===== src/rtl/stc_row_sched.sv =====
// stc_row_sched: feeds one output row at a time into the sparse tensor-core PE
// (C load, A/B issue, settle) and hands the finished D row downstream.
`default_nettype none

module stc_row_sched #(
  parameter int N       = 32,
  parameter int DW_DATA = 8,
  parameter int K       = 32,
  parameter int MUL_LAT = 1,
  localparam int CW     = (K > 1) ? $clog2(K) : 1,
  localparam int RW     = N * DW_DATA
) (
  input  logic               clk,
  input  logic               reset,
  input  logic               c_valid,
  output logic               c_ready,
  input  logic [RW-1:0]      c_row,
  input  logic               c_empty,
  input  logic               nz_valid,
  output logic               nz_ready,
  input  logic [DW_DATA-1:0] nz_value,
  input  logic [CW-1:0]      nz_col,
  input  logic               nz_last,
  output logic               b_rd_en,
  output logic [CW-1:0]      b_rd_addr,
  input  logic [RW-1:0]      b_rd_data,
  output logic [DW_DATA-1:0] pe_A_element,
  output logic [RW-1:0]      pe_B_row,
  output logic [RW-1:0]      pe_C_row,
  output logic               pe_load_en,
  output logic               pe_acc_en,
  input  logic [RW-1:0]      pe_D_row,
  output logic               d_valid,
  input  logic               d_ready,
  output logic [RW-1:0]      d_row,
  output logic               busy,
  output logic               err_oob
);

  localparam logic [2:0] S_IDLE  = 3'd0;
  localparam logic [2:0] S_LOAD  = 3'd1;
  localparam logic [2:0] S_ISSUE = 3'd2;
  localparam logic [2:0] S_DRAIN = 3'd3;
  localparam logic [2:0] S_OUT   = 3'd4;

  localparam logic [CW:0] C_K          = (CW + 1)'(K);
  localparam logic [1:0]  C_DRAIN_LAST = 2'(MUL_LAT);

  logic [2:0]         r_state;
  logic [RW-1:0]      r_c_row;
  logic               r_c_empty;
  logic               r_iss_vld;
  logic [DW_DATA-1:0] r_iss_val;
  logic [1:0]         r_drain_cnt;
  logic               r_err_oob;

  logic w_nz_hs;
  logic w_oob;

  // Ready/valid strobes decode state only, so no input reaches them combinationally.
  assign c_ready  = (r_state == S_IDLE);
  assign nz_ready = (r_state == S_ISSUE);
  assign d_valid  = (r_state == S_OUT);
  assign busy     = (r_state != S_IDLE);
  assign err_oob  = r_err_oob;

  assign w_nz_hs   = nz_valid & nz_ready;
  assign w_oob     = ({1'b0, nz_col} >= C_K);
  assign b_rd_en   = w_nz_hs & ~w_oob;
  assign b_rd_addr = w_nz_hs ? nz_col : '0;

  // Outside an issued-product cycle A and B are zero, so the PE psum holds.
  assign pe_A_element = r_iss_vld ? r_iss_val : '0;
  assign pe_B_row     = r_iss_vld ? b_rd_data : '0;
  assign pe_acc_en    = r_iss_vld;
  assign pe_load_en   = (r_state == S_LOAD);
  assign pe_C_row     = pe_load_en ? r_c_row : '0;
  assign d_row        = d_valid ? pe_D_row : '0;

  always_ff @(posedge clk or negedge reset) begin
    if (!reset) begin
      r_state     <= S_IDLE;
      r_c_row     <= '0;
      r_c_empty   <= 1'b0;
      r_iss_vld   <= 1'b0;
      r_iss_val   <= '0;
      r_drain_cnt <= '0;
      r_err_oob   <= 1'b0;
    end else begin
      r_iss_vld <= w_nz_hs & ~w_oob;
      r_iss_val <= (w_nz_hs && !w_oob) ? nz_value : '0;
      r_err_oob <= r_err_oob | (w_nz_hs & w_oob);
      case (r_state)
        S_IDLE: begin
          if (c_valid) begin
            r_c_row   <= c_row;
            r_c_empty <= c_empty;
            r_state   <= S_LOAD;
          end
        end
        S_LOAD: begin
          r_drain_cnt <= '0;
          r_state     <= r_c_empty ? S_DRAIN : S_ISSUE;
        end
        S_ISSUE: begin
          if (w_nz_hs && nz_last) r_state <= S_DRAIN;
        end
        // The last product needs MUL_LAT+1 cycles to land in the PE psum.
        S_DRAIN: begin
          if (r_drain_cnt == C_DRAIN_LAST) r_state <= S_OUT;
          else r_drain_cnt <= r_drain_cnt + 2'd1;
        end
        S_OUT: begin
          if (d_ready) r_state <= S_IDLE;
        end
        default: r_state <= S_IDLE;
      endcase
    end
  end

endmodule

`default_nettype wire


===== config.mk =====
export PLATFORM = sky130hd
export DESIGN_NAME = stc_row_sched
export DESIGN_NICKNAME = d
export VERILOG_FILES = /design/src/rtl/stc_row_sched.sv
export SDC_FILE = /design/constraint.sdc
export NUM_CORES = 1
export LEC_CHECK = 0
export CORE_AREA = 2 2 615 617
export CTS_BUF_LIST = sky130_fd_sc_hd__clkbuf_8
export DETAILED_ROUTE_END_ITERATION = 6
export DIE_AREA = 0 0 617 619
export HOLD_SLACK_MARGIN = 0.05
export SETUP_SLACK_MARGIN = 0.02
export SYNTH_ARGS = -nofsm -noshare
export SYNTH_HDL_FRONTEND = slang
export SYNTH_SLANG_ARGS = --single-unit

===== constraint.sdc =====
create_clock -name clk -period 2.21 [get_ports clk]
set_clock_uncertainty 0.15 [all_clocks]
set_input_delay 0.221 -clock clk [delete_from_list [all_inputs] [get_ports clk]]
set_output_delay 0.221 -clock clk [all_outputs]
set_load 0.05 [all_outputs]

==> run_results.csv, run 1 <==
group,metric,value,unit
status,violations,"setup timing",
layout,stdcell_count,8541,
sta,maxSlewHeadroom,0.637,
synth,synth_area,16500,sq um
clock_network,cts_tree,"done",
synth,synthFlopType,"dfrtp_1",
placement,numPortBuffers,1575,
synth,yosys-top-cells-area,"dfrtp_1, and2_1, mux2_4",
synth,synth_edf_count,0,
clock_network,cts_made_buffers,59,
sta,finalSetupViolations,990,
sta,slew_viol_final,0,
clock_network,cts_buffer_depth,3,
grt,grt_overflow,0,
detailed_routing,drcViolationCount,0,
grt,grt_pass1_vias,21500,
placement,place.gp.congestion,0.885,
synth,netlist_instances,1494,
detailed_routing,drt-initial-drc-count,1091,
floorplan,die_w,617,microns
detailed_routing,num_vias,21300,
worst_setup_path,path_class,"reg2out",
worst_setup_path,critPathMaxFanout,27,
placement,pre_cts_ws,-321,ps
layout,utilization,0.142,
worst_setup_path,setup.worst_path.start,"r_state[0]",
worst_setup_path,startpoint_type,"flip-flop",
worst_hold_path,hold_class,"in2reg",
clock_network,cts.clk_slew.worst_paths,70,ps
sta,grt_setup_unrepaired,"true",
placement,dp_cells,8009,
synth,yosys_warnings,0,
worst_setup_path,reg2reg_from,"r_state[0]",
sta,max_freq,338,MHz
detailed_routing,drtAntennaViolNets,0,
layout,drive_gt1_frac,0.459,
layout,area_growth,223,%
synth,syn_area_per_cell,11.0,sq um
worst_hold_path,hp-start,"c_row[9]",
detailed_routing,dr.pass1.iters,5,
floorplan,num_io_pins,1577,
synth,yosysTopAreaCell,"dfrtp_1",
pwr,ir_drop,629,uV
pwr,power_density,1050,nW/um^2
floorplan,dieArea,382000,sq um
synth,seq_area_frac_synth,0.411,
floorplan,design.core.area,375000,sq um
synth,ys_types,30,
synth,async_flop_share,1.00,
sta,fin_crit_sh,1.34,
clock_network,clock-root-buffer,"clkbuf_8",
synth,ys_ff_latch,271,
sta,worst_slew_pin_slew,545,ps
grt,antenna_found_initial,370,
detailed_routing,wirelength,307000,microns
grt,grt_max_degree,58,
floorplan,die_height,619,microns
grt,grt_pass1_wl,352000,microns
clock_network,clock_latency,870,ps
worst_setup_path,end_kind,"output port",
worst_setup_path,critical_path_required,1840,ps
detailed_routing,routedWlPerCell,35.9,microns
detailed_routing,avgViaCountPerCell,2.50,
synth,synth_fp_nets,2283,
clock_network,cts_sinks,271,
pwr,leakage,20.7,nW
floorplan,start_util,0.0440,
flow_run,maxCapViolations,0,
sta,hold_violations,0,
sta,fin_crit,2960,ps
status,outcome,"finished, violations left",
clock_network,ctsHtreeMaxLevel,2,
placement,hpwl,278000,microns
sta,setup_ws,-748,ps
worst_setup_path,arrival,2590,ps
grt,grtUsageTotal,0.153,
layout,final_nets,4187,
floorplan,fp-row-count,225,
synth,synth.top_cell.area_share,0.411,
[what timing repair did]
action / in CTS / in global routing
buffers inserted: 12 / 14
gates resized for setup: 193 / 213
hold endpoints to repair: 537 / 0
hold buffers: 271 / 0
pin swaps: 27 / 61
gates cloned: 12 / 21
endpoints found under the setup margin: 948 / 994
[path summary, 6_finish.rpt]
path | endpoint | slack [ps] | cells past startpoint
max in group asynchronous | r_state[2] | 1050 | 4
setup / recovery | d_row[99] | -750 | 7
hold reg to reg | r_c_row[214] | 340 | 1
hold / removal | r_c_row[9] | 160 | 2
min in group asynchronous | r_c_row[75] | 510 | 4
setup reg to reg | r_c_row[255] | -180 | 7
[area by class of cell]
cell class                      count  area [sq um]
Fill cell                       41800        321000
Timing Repair Buffer             1989         28800
Tap cell                         4994          6250
Inverter                            4          22.5
Clock inverter                     35           333
Clock buffer                       77          1060
Antenna cell                       98           245
Sequential cell                   271          6790
Multi-Input combinational cell   1073          9850
[layout by cell type (no fill, tap or decap), drive strengths merged, types with 2 or more instances in the layout]
cell type and count:
nand2 5, nand2b 2, clkdlybuf4s50 786, clkinv 8, clkbuf 90, nand3 3, buf 918, clkinvlp 5
and3 256, dfrtp 271, bufinv 5, nor2 4, mux2 257, dlygate4sd3 270, inv 21, diode 98
bufbuf 2, and2 534
[sequential cells by signal, summed over array words and instances (netlist names)]
register     cells
r_c_row        256
r_iss_val        8
r_state          3
r_drain_cnt      2
pe_acc_en        1
r_c_empty        1
[kinds of logic (layout without fill, tap and decap cells)]
kind of cell    count (synthesis)  count (layout)  share of synthesized area
fa+ha+maj                       1               1                   0.000758
other cells                     1              99                   0.000227
buf+inv                       150            2105                     0.0593
mux                           257             257                      0.221
compound gates                  6               6                    0.00250
flops                         271             271                      0.411
simple gates                  808             808                      0.305
[power breakdown]
part | total, mW | internal [mW] | switching, mW
Combinational | 38.8 | 18.2 | 20.6
Clock | 6.82 | 3.76 | 3.05
Sequential | 10.6 | 7.46 | 3.16
[metal layers]
metal  wire, microns  track usage  vias to the layer above  part of all wire
met3           50000        0.118                      605              0.16
met2          155000        0.277                     1461              0.51
li1                -            -                     8950                 -
met4           10200       0.0366                      174             0.033
met1           90400        0.131                    10100              0.29
met5            1180            0                        -            0.0038
[Yosys cell counts (2+ instances only)]
master    instances
nand3_1           3
nand2_1           5
nor2_1            4
mux2_2           36
mux2_1           21
and3_1          256
buf_6             6
dfrtp_1         271
inv_1             3
buf_12           22
and2_1          533
mux2_4          200
clkbuf_1        114
buf_4             3
nand2b_1          2
[critical path, cell delays in order (launching register included)]
cell and delay [ps]:
dfrtp_1 390, buf_6 140, nor2_4 170, buf_12 190, clkbuf_16 200, buf_16 180
and3_1 230, buf_12 160
[through the flow]
step / hold WS (ps) / area [sq um] / power (mW) / TNS, ps
after floorplan: -225 / 16500 / 24.4 / -3850
after global placement: 39.8 / 46700 / 46.3 / -2410
after detailed placement: 38.6 / 46700 / 46.0 / -897
after CTS: 59.1 / 51800 / 55.9 / -510100
after global routing: 95.6 / 53100 / 58.7 / -531000
final: 159 / 53300 / 56.2 / -436810
(Power assumes the default switching activity.)
==> inputs of run 2 (changes only) <==
Settings changed: CORE_AREA 2 2 615 617 to 2 2 605 607, DIE_AREA 0 0 617 619 to 0 0 607 609, GPL_ROUTABILITY_DRIVEN from default to 0.
Clock period 2.21 ns to 3.8 ns, I/O delays scaled along.
==> run 2 against run 1 <==
  * The run now ends clean
  * Clock power is 53% lower
  * Non-clock buffer count is 243 lower
  * Design area is 23% lower
  * Core utilization is 3.0 points lower
  * Worst hold slack worse by 47 ps
  * Highest routed layer unchanged
  * Final cell count is 5.4% lower
  * Sequential share of layout area is 3.8 points higher
  * Routed wire length is 5.7% higher
  * Combinational power is 56% lower
  * Via count is 4.1% lower
==> run_results.csv, run 2 (synthesized netlist as in run 1, its figures left out) <==
group,metric,value,unit
status,outcome,"finished clean",
layout,top_regs,"r_c_row x256, r_iss_val x8, r_state x3",
clock_network,cts_buffer_depth,3,
detailed_routing,num_vias,20500,
layout,final_common_cell,"clkdlybuf4s50_1",
sta,tns,0,ps
detailed_routing,avgViaCountPerCell,2.53,
sta,fin_crit,3670,ps
worst_setup_path,path_class,"reg2out",
clock_network,cts_tree,"done",
sta,grt_setup_unrepaired,"false",
detailed_routing,drtAntennaViolNets,0,
layout,mostFrequentLayoutCells,"clkdlybuf4s50_1, and2_1, buf_4, dfrtp_1, and3_1",
pwr,p_total,26.5,mW
sta,worst_slew_pin_slew,891,ps
detailed_routing,drt-initial-drc-count,1312,
pwr,ir_drop,219,uV
sta,slew_viol_final,0,
floorplan,design.core.area,364000,sq um
floorplan,dieArea,370000,sq um
clock_network,clock-root-buffer,"clkbuf_8",
sta,hold_violations,0,
detailed_routing,dr.pass1.iters,5,
worst_setup_path,startpoint_type,"flip-flop",
worst_setup_path,reg2reg_to,"r_c_row[218]",
pwr,p_switching,14.0,mW
layout,drive_gt1_frac,0.301,
clock_network,cts_sinks,271,
sta,finalSetupViolations,0,
placement,hpwl,300000,microns
grt,grt_pass1_wl,369000,microns
pwr,p_int,12.5,mW
pwr,leakage,17.4,nW
grt,grtUsageTotal,0.169,
pwr,combPwrFrac,0.642,
worst_setup_path,reg2reg_slack,1000,ps
grt,antenna_found_initial,369,
sta,maxSlewHeadroom,0.406,
detailed_routing,wirelength,324000,microns
worst_setup_path,end_kind,"output port",
sta,fin_crit_sh,0.965,
pwr,p_seq_frac,0.236,
worst_setup_path,reg2reg_from,"r_state[2]",
layout,largest_reg_flops,256,
clock_network,cts.clk_slew.worst_paths,60,ps
floorplan,num_io_pins,1577,
clock_network,ctsHtreeMaxLevel,2,
floorplan,die_height,609,microns
floorplan,start_util,0.0453,
worst_setup_path,critical_path_required,3270,ps
layout,regMostFlops,"r_c_row",
worst_setup_path,arrival,3140,ps
worst_setup_path,reg2regPathDepth,5,
worst_hold_path,hold_class,"in2async",
grt,grt_pass1_vias,19800,
layout,final_nets,3935,
pwr,clkPwrFrac,0.121,
worst_setup_path,setup.worst_path.start,"r_state[1]",
grt,grt_max_degree,136,
worst_setup_path,critPathCapture,"d_row[131]",
clock_network,cts_made_buffers,50,
worst_setup_path,critPathMaxFanout,135,
pwr,switching_share,0.529,
sta,max_freq,273,MHz
grt,grt_overflow,0,
pwr,power_density,648,nW/um^2
floorplan,die_w,607,microns
detailed_routing,drcViolationCount,0,
layout,area_growth,148,%
placement,numPortBuffers,1575,
floorplan,fp-row-count,222,
flow_run,maxCapViolations,0,
clock_network,clock_latency,720,ps
detailed_routing,routedWlPerCell,40.1,microns
[run 2: cell types whose count changed in the layout (fill, tap and decap cells not counted), sizes merged, moves of 17 or more]
cell	delta
buf	-285
clkbuf	-29
clkdlybuf4s50	+156
diode	-17
dlygate4sd2	+18
dlygate4sd3	-143
dlymetal6s2s	+25
[run 2: worst max-delay path, stage by stage (launching register included)]
cell,delay [ps]
dfrtp_1,520
nor2_4,170
buf_12,190
buf_12,370
and3_1,240
clkdlybuf4s50_1,810
[run 2: repair_timing]
item / in CTS / in global routing
buffers inserted: 1 / 0
pin swaps: 1 / 0
endpoints found under the hold margin: 203 / 0
gates cloned: 1 / 0
hold buffers: 127 / 0
gates resized for setup: 27 / 25
endpoints found under the setup margin: 55 / 25
[run 2: power groups by stage]
stage               clock network, mW  registers, mW  logic, mW
floorplan                           0           4.82       9.38
CTS                              3.36           6.33       17.5
finish                           3.22           6.27       17.0
global placement                    0           6.38       17.2
detailed placement                  0           6.34       17.2
global route                     3.42           6.42       17.8
[run 2: how the worst min path moves through the flow]
stage	from	end	slack [ps]	cells past startpoint
detailed placement	r_c_row[215]	r_c_row[215]	320	1
floorplan	reset	pe_acc_en	-70	0
global route	c_row[157]	r_c_row[157]	80	2
global placement	r_c_row[209]	r_c_row[209]	310	1
finish	reset	r_c_row[129]	110	2
CTS	c_row[157]	r_c_row[157]	50	2
[run 2: area by class of cell]
class / instances / area [sq um]
Antenna cell: 81 / 203
Clock buffer: 61 / 840
Clock inverter: 24 / 225
Fill cell: 41700 / 323000
Inverter: 4 / 15.0
Multi-Input combinational cell: 1073 / 8770
Sequential cell: 271 / 6790
Tap cell: 4816 / 6030
Timing Repair Buffer: 1746 / 18100
[run 2: metal layers]
layer  track usage  share of wire
met5      0.000131         0.0022
met4        0.0668          0.051
met3        0.0941           0.13
met2         0.340           0.56
met1         0.130           0.26
[run 2: per-stage QoR]
step | utilization | hold WS, ps | worst slack [ps] | instances | area, sq um
finish | 0.113 | 112 | 132 | 8076 | 41000
global route | 0.112 | 82.3 | 22.5 | 8023 | 40800
CTS | 0.112 | 50.0 | 21.3 | 7995 | 40700
detailed placement | 0.105 | 319 | 605 | 7781 | 38300
global placement | 0.105 | 314 | 508 | 7781 | 38300
floorplan | - | -65.6 | 1150 | 1494 | 16500
==> inputs of run 3 (changes only) <==
Settings changed: SETUP_SLACK_MARGIN 0.02 to default.
==> run 3 against run 2 <==
  * Total power decreased by 0.24%
  * Routed wire length decreased by 0.27%
  * Register-to-register slack about the same
  * Sequential share of layout area about the same
  * Core utilization about the same
  * Via count increased by 0.15%
  * Worst hold slack got worse by 13 ps
  * Final cell count about the same
  * Critical path type unchanged
  * Combinational power about the same
  * Largest power group unchanged
  * Critical path depth unchanged
  * Die area unchanged
==> run_results.csv, run 3 (synthesized netlist as in run 1, its figures left out) <==
group,metric,value,unit
status,outcome,"finished clean",
worst_setup_path,startpoint_type,"flip-flop",
pwr,p_int,12.5,mW
placement,pre_cts_ws,605,ps
grt,antenna_found_initial,370,
clock_network,cts.clk_slew.worst_paths,70,ps
sta,maxSlewHeadroom,0.392,
layout,final_common_cell,"clkdlybuf4s50_1",
clock_network,cts_buffer_depth,3,
pwr,leakage,17.1,nW
floorplan,dieArea,370000,sq um
worst_setup_path,end_kind,"output port",
grt,grt_overflow,0,
layout,utilization,0.112,
floorplan,num_io_pins,1577,
sta,hold_violations,0,
layout,top_regs,"r_c_row x256, r_iss_val x8, r_state x3",
worst_setup_path,max_stage_delay,810,ps
layout,largest_reg_flops,256,
layout,drive_gt1_frac,0.301,
detailed_routing,routedWlPerCell,40.0,microns
worst_setup_path,crit_path_cell_trace,"nor2_4 > buf_12 > buf_12 > and3_1 > clkdlybuf4s50_1",
layout,mostFrequentLayoutCells,"clkdlybuf4s50_1, and2_1, buf_4, dfrtp_1, and3_1",
worst_setup_path,reg2reg_from,"r_state[2]",
detailed_routing,drtAntennaViolNets,0,
floorplan,start_util,0.0453,
detailed_routing,drt-initial-drc-count,1349,
grt,grtUsageTotal,0.169,
layout,stdcell_count,8078,
worst_setup_path,arrival,3160,ps
sta,fin_crit_sh,0.972,
clock_network,postCtsSetupBuffers,0,
pwr,power_density,647,nW/um^2
sta,setup_ws,106,ps
sta,max_freq,271,MHz
clock_network,cts_tree,"done",
detailed_routing,drcViolationCount,0,
sta,slew_viol_final,0,
worst_setup_path,setup.worst_path.start,"r_state[0]",
grt,grt_pass1_wl,368000,microns
clock_network,cts_made_buffers,50,
worst_setup_path,reg2reg_to,"r_c_row[218]",
worst_setup_path,cp_common_cell,"buf_12",
pwr,p_total,26.5,mW
sta,worst_slew_pin_slew,912,ps
worst_hold_path,hold_class,"in2async",
clock_network,ctsHtreeMaxLevel,2,
placement,hpwl,300000,microns
floorplan,design.core.area,364000,sq um
worst_setup_path,critPathMaxFanout,135,
detailed_routing,avgViaCountPerCell,2.54,
layout,nFillCells,41700,
pwr,clkPwrFrac,0.122,
worst_setup_path,reg2regPathDepth,5,
pwr,ir_drop,270,uV
layout,area_growth,148,%
layout,regMostFlops,"r_c_row",
worst_setup_path,path_class,"reg2out",
placement,numPortBuffers,1575,
detailed_routing,dr.pass1.iters,5,
sta,hold_slack,98.2,ps
pwr,p_switching,14.0,mW
worst_setup_path,reg2reg_slack,1010,ps
floorplan,die_w,607,microns
flow_run,maxCapViolations,0,
floorplan,die_height,609,microns
worst_setup_path,crit_slowest_cell,"clkdlybuf4s50_1",
clock_network,clock_latency,720,ps
sta,finalSetupViolations,0,
pwr,p_seq_frac,0.237,
sta,fin_crit,3690,ps
pwr,combPwrFrac,0.641,
clock_network,cts_sinks,271,
clock_network,clock-root-buffer,"clkbuf_8",
pwr,switching_share,0.529,
layout,final_nets,3933,
detailed_routing,num_vias,20500,
grt,grt_max_degree,136,
detailed_routing,wirelength,323000,microns
worst_setup_path,critical_path_required,3270,ps
floorplan,fp-row-count,222,
placement,dp_cells,7781,
grt,grt_pass1_vias,19800,
## run 3: cell count changes in the layout (fill, tap and decap cells not counted), sizes merged
cell	previous run	this run
buf	633	632
bufbuf	1	0
clkdlybuf4s50	942	962
diode	81	85
dlygate4sd2	18	10
dlymetal6s2s	25	13
## run 3: per-layer routing
metal | wire [microns] | part of all wire | track usage | up-vias
li1 | - | - | - | 8380
met1 | 84200 | 0.26 | 0.129 | 9731
met2 | 180000 | 0.56 | 0.338 | 1581
met3 | 41700 | 0.13 | 0.0941 | 687
met4 | 16100 | 0.050 | 0.0668 | 102
met5 | 703 | 0.0022 | 0 | -
## run 3: final cells by class
class | instances | area (sq um) | area share
sequential | 271 | 6790 | 0.166
tap | 4816 | 6030 | 0.147
inverter | 4 | 15.0 | 0.000367
clock buffer | 61 | 840 | 0.0205
clock inverter | 24 | 225 | 0.00551
timing repair buffer | 1744 | 18000 | 0.441
antenna | 85 | 213 | 0.00520
multi-input combinational | 1073 | 8770 | 0.214
## run 3: power by group through the flow
stage | registers [mW] | logic, mW | clock network, mW
after floorplan | 4.82 | 9.38 | 0
after global placement | 6.38 | 17.2 | 0
after detailed placement | 6.34 | 17.2 | 0
after CTS | 6.33 | 17.4 | 3.36
after global routing | 6.42 | 17.7 | 3.42
final | 6.27 | 17.0 | 3.23
## run 3: worst max-delay path, delay by kind of cell, from the launching register on
family	cells	cell delay, ps
flops	1	510
simple gates	2	440
buf+inv	3	1360
## run 3: how the worst max path moves through the flow
stage / to / depth (start not counted)
global route: d_row[211] / 5
detailed placement: b_rd_addr[3] / 5
floorplan: b_rd_addr[2] / 5
CTS: pe_C_row[159] / 6
finish: d_row[164] / 5
global placement: b_rd_addr[3] / 5
## run 3: timing repair
action                                  4_1_cts  5_1_grt
resized for setup                            19       13
endpoints found under the setup margin       39       13
hold endpoints to repair                    203        0
hold buffers                                127        0
## run 3: stage by stage
| stage | TNS [ps] | cell area [sq um] |
|---|---|---|
| global route | -2.12 | 40800 |
| floorplan | 0 | 16500 |
| finish | 0 | 40900 |
| CTS | 0 | 40700 |
| global placement | 0 | 38300 |
| detailed placement | 0 | 38300 |
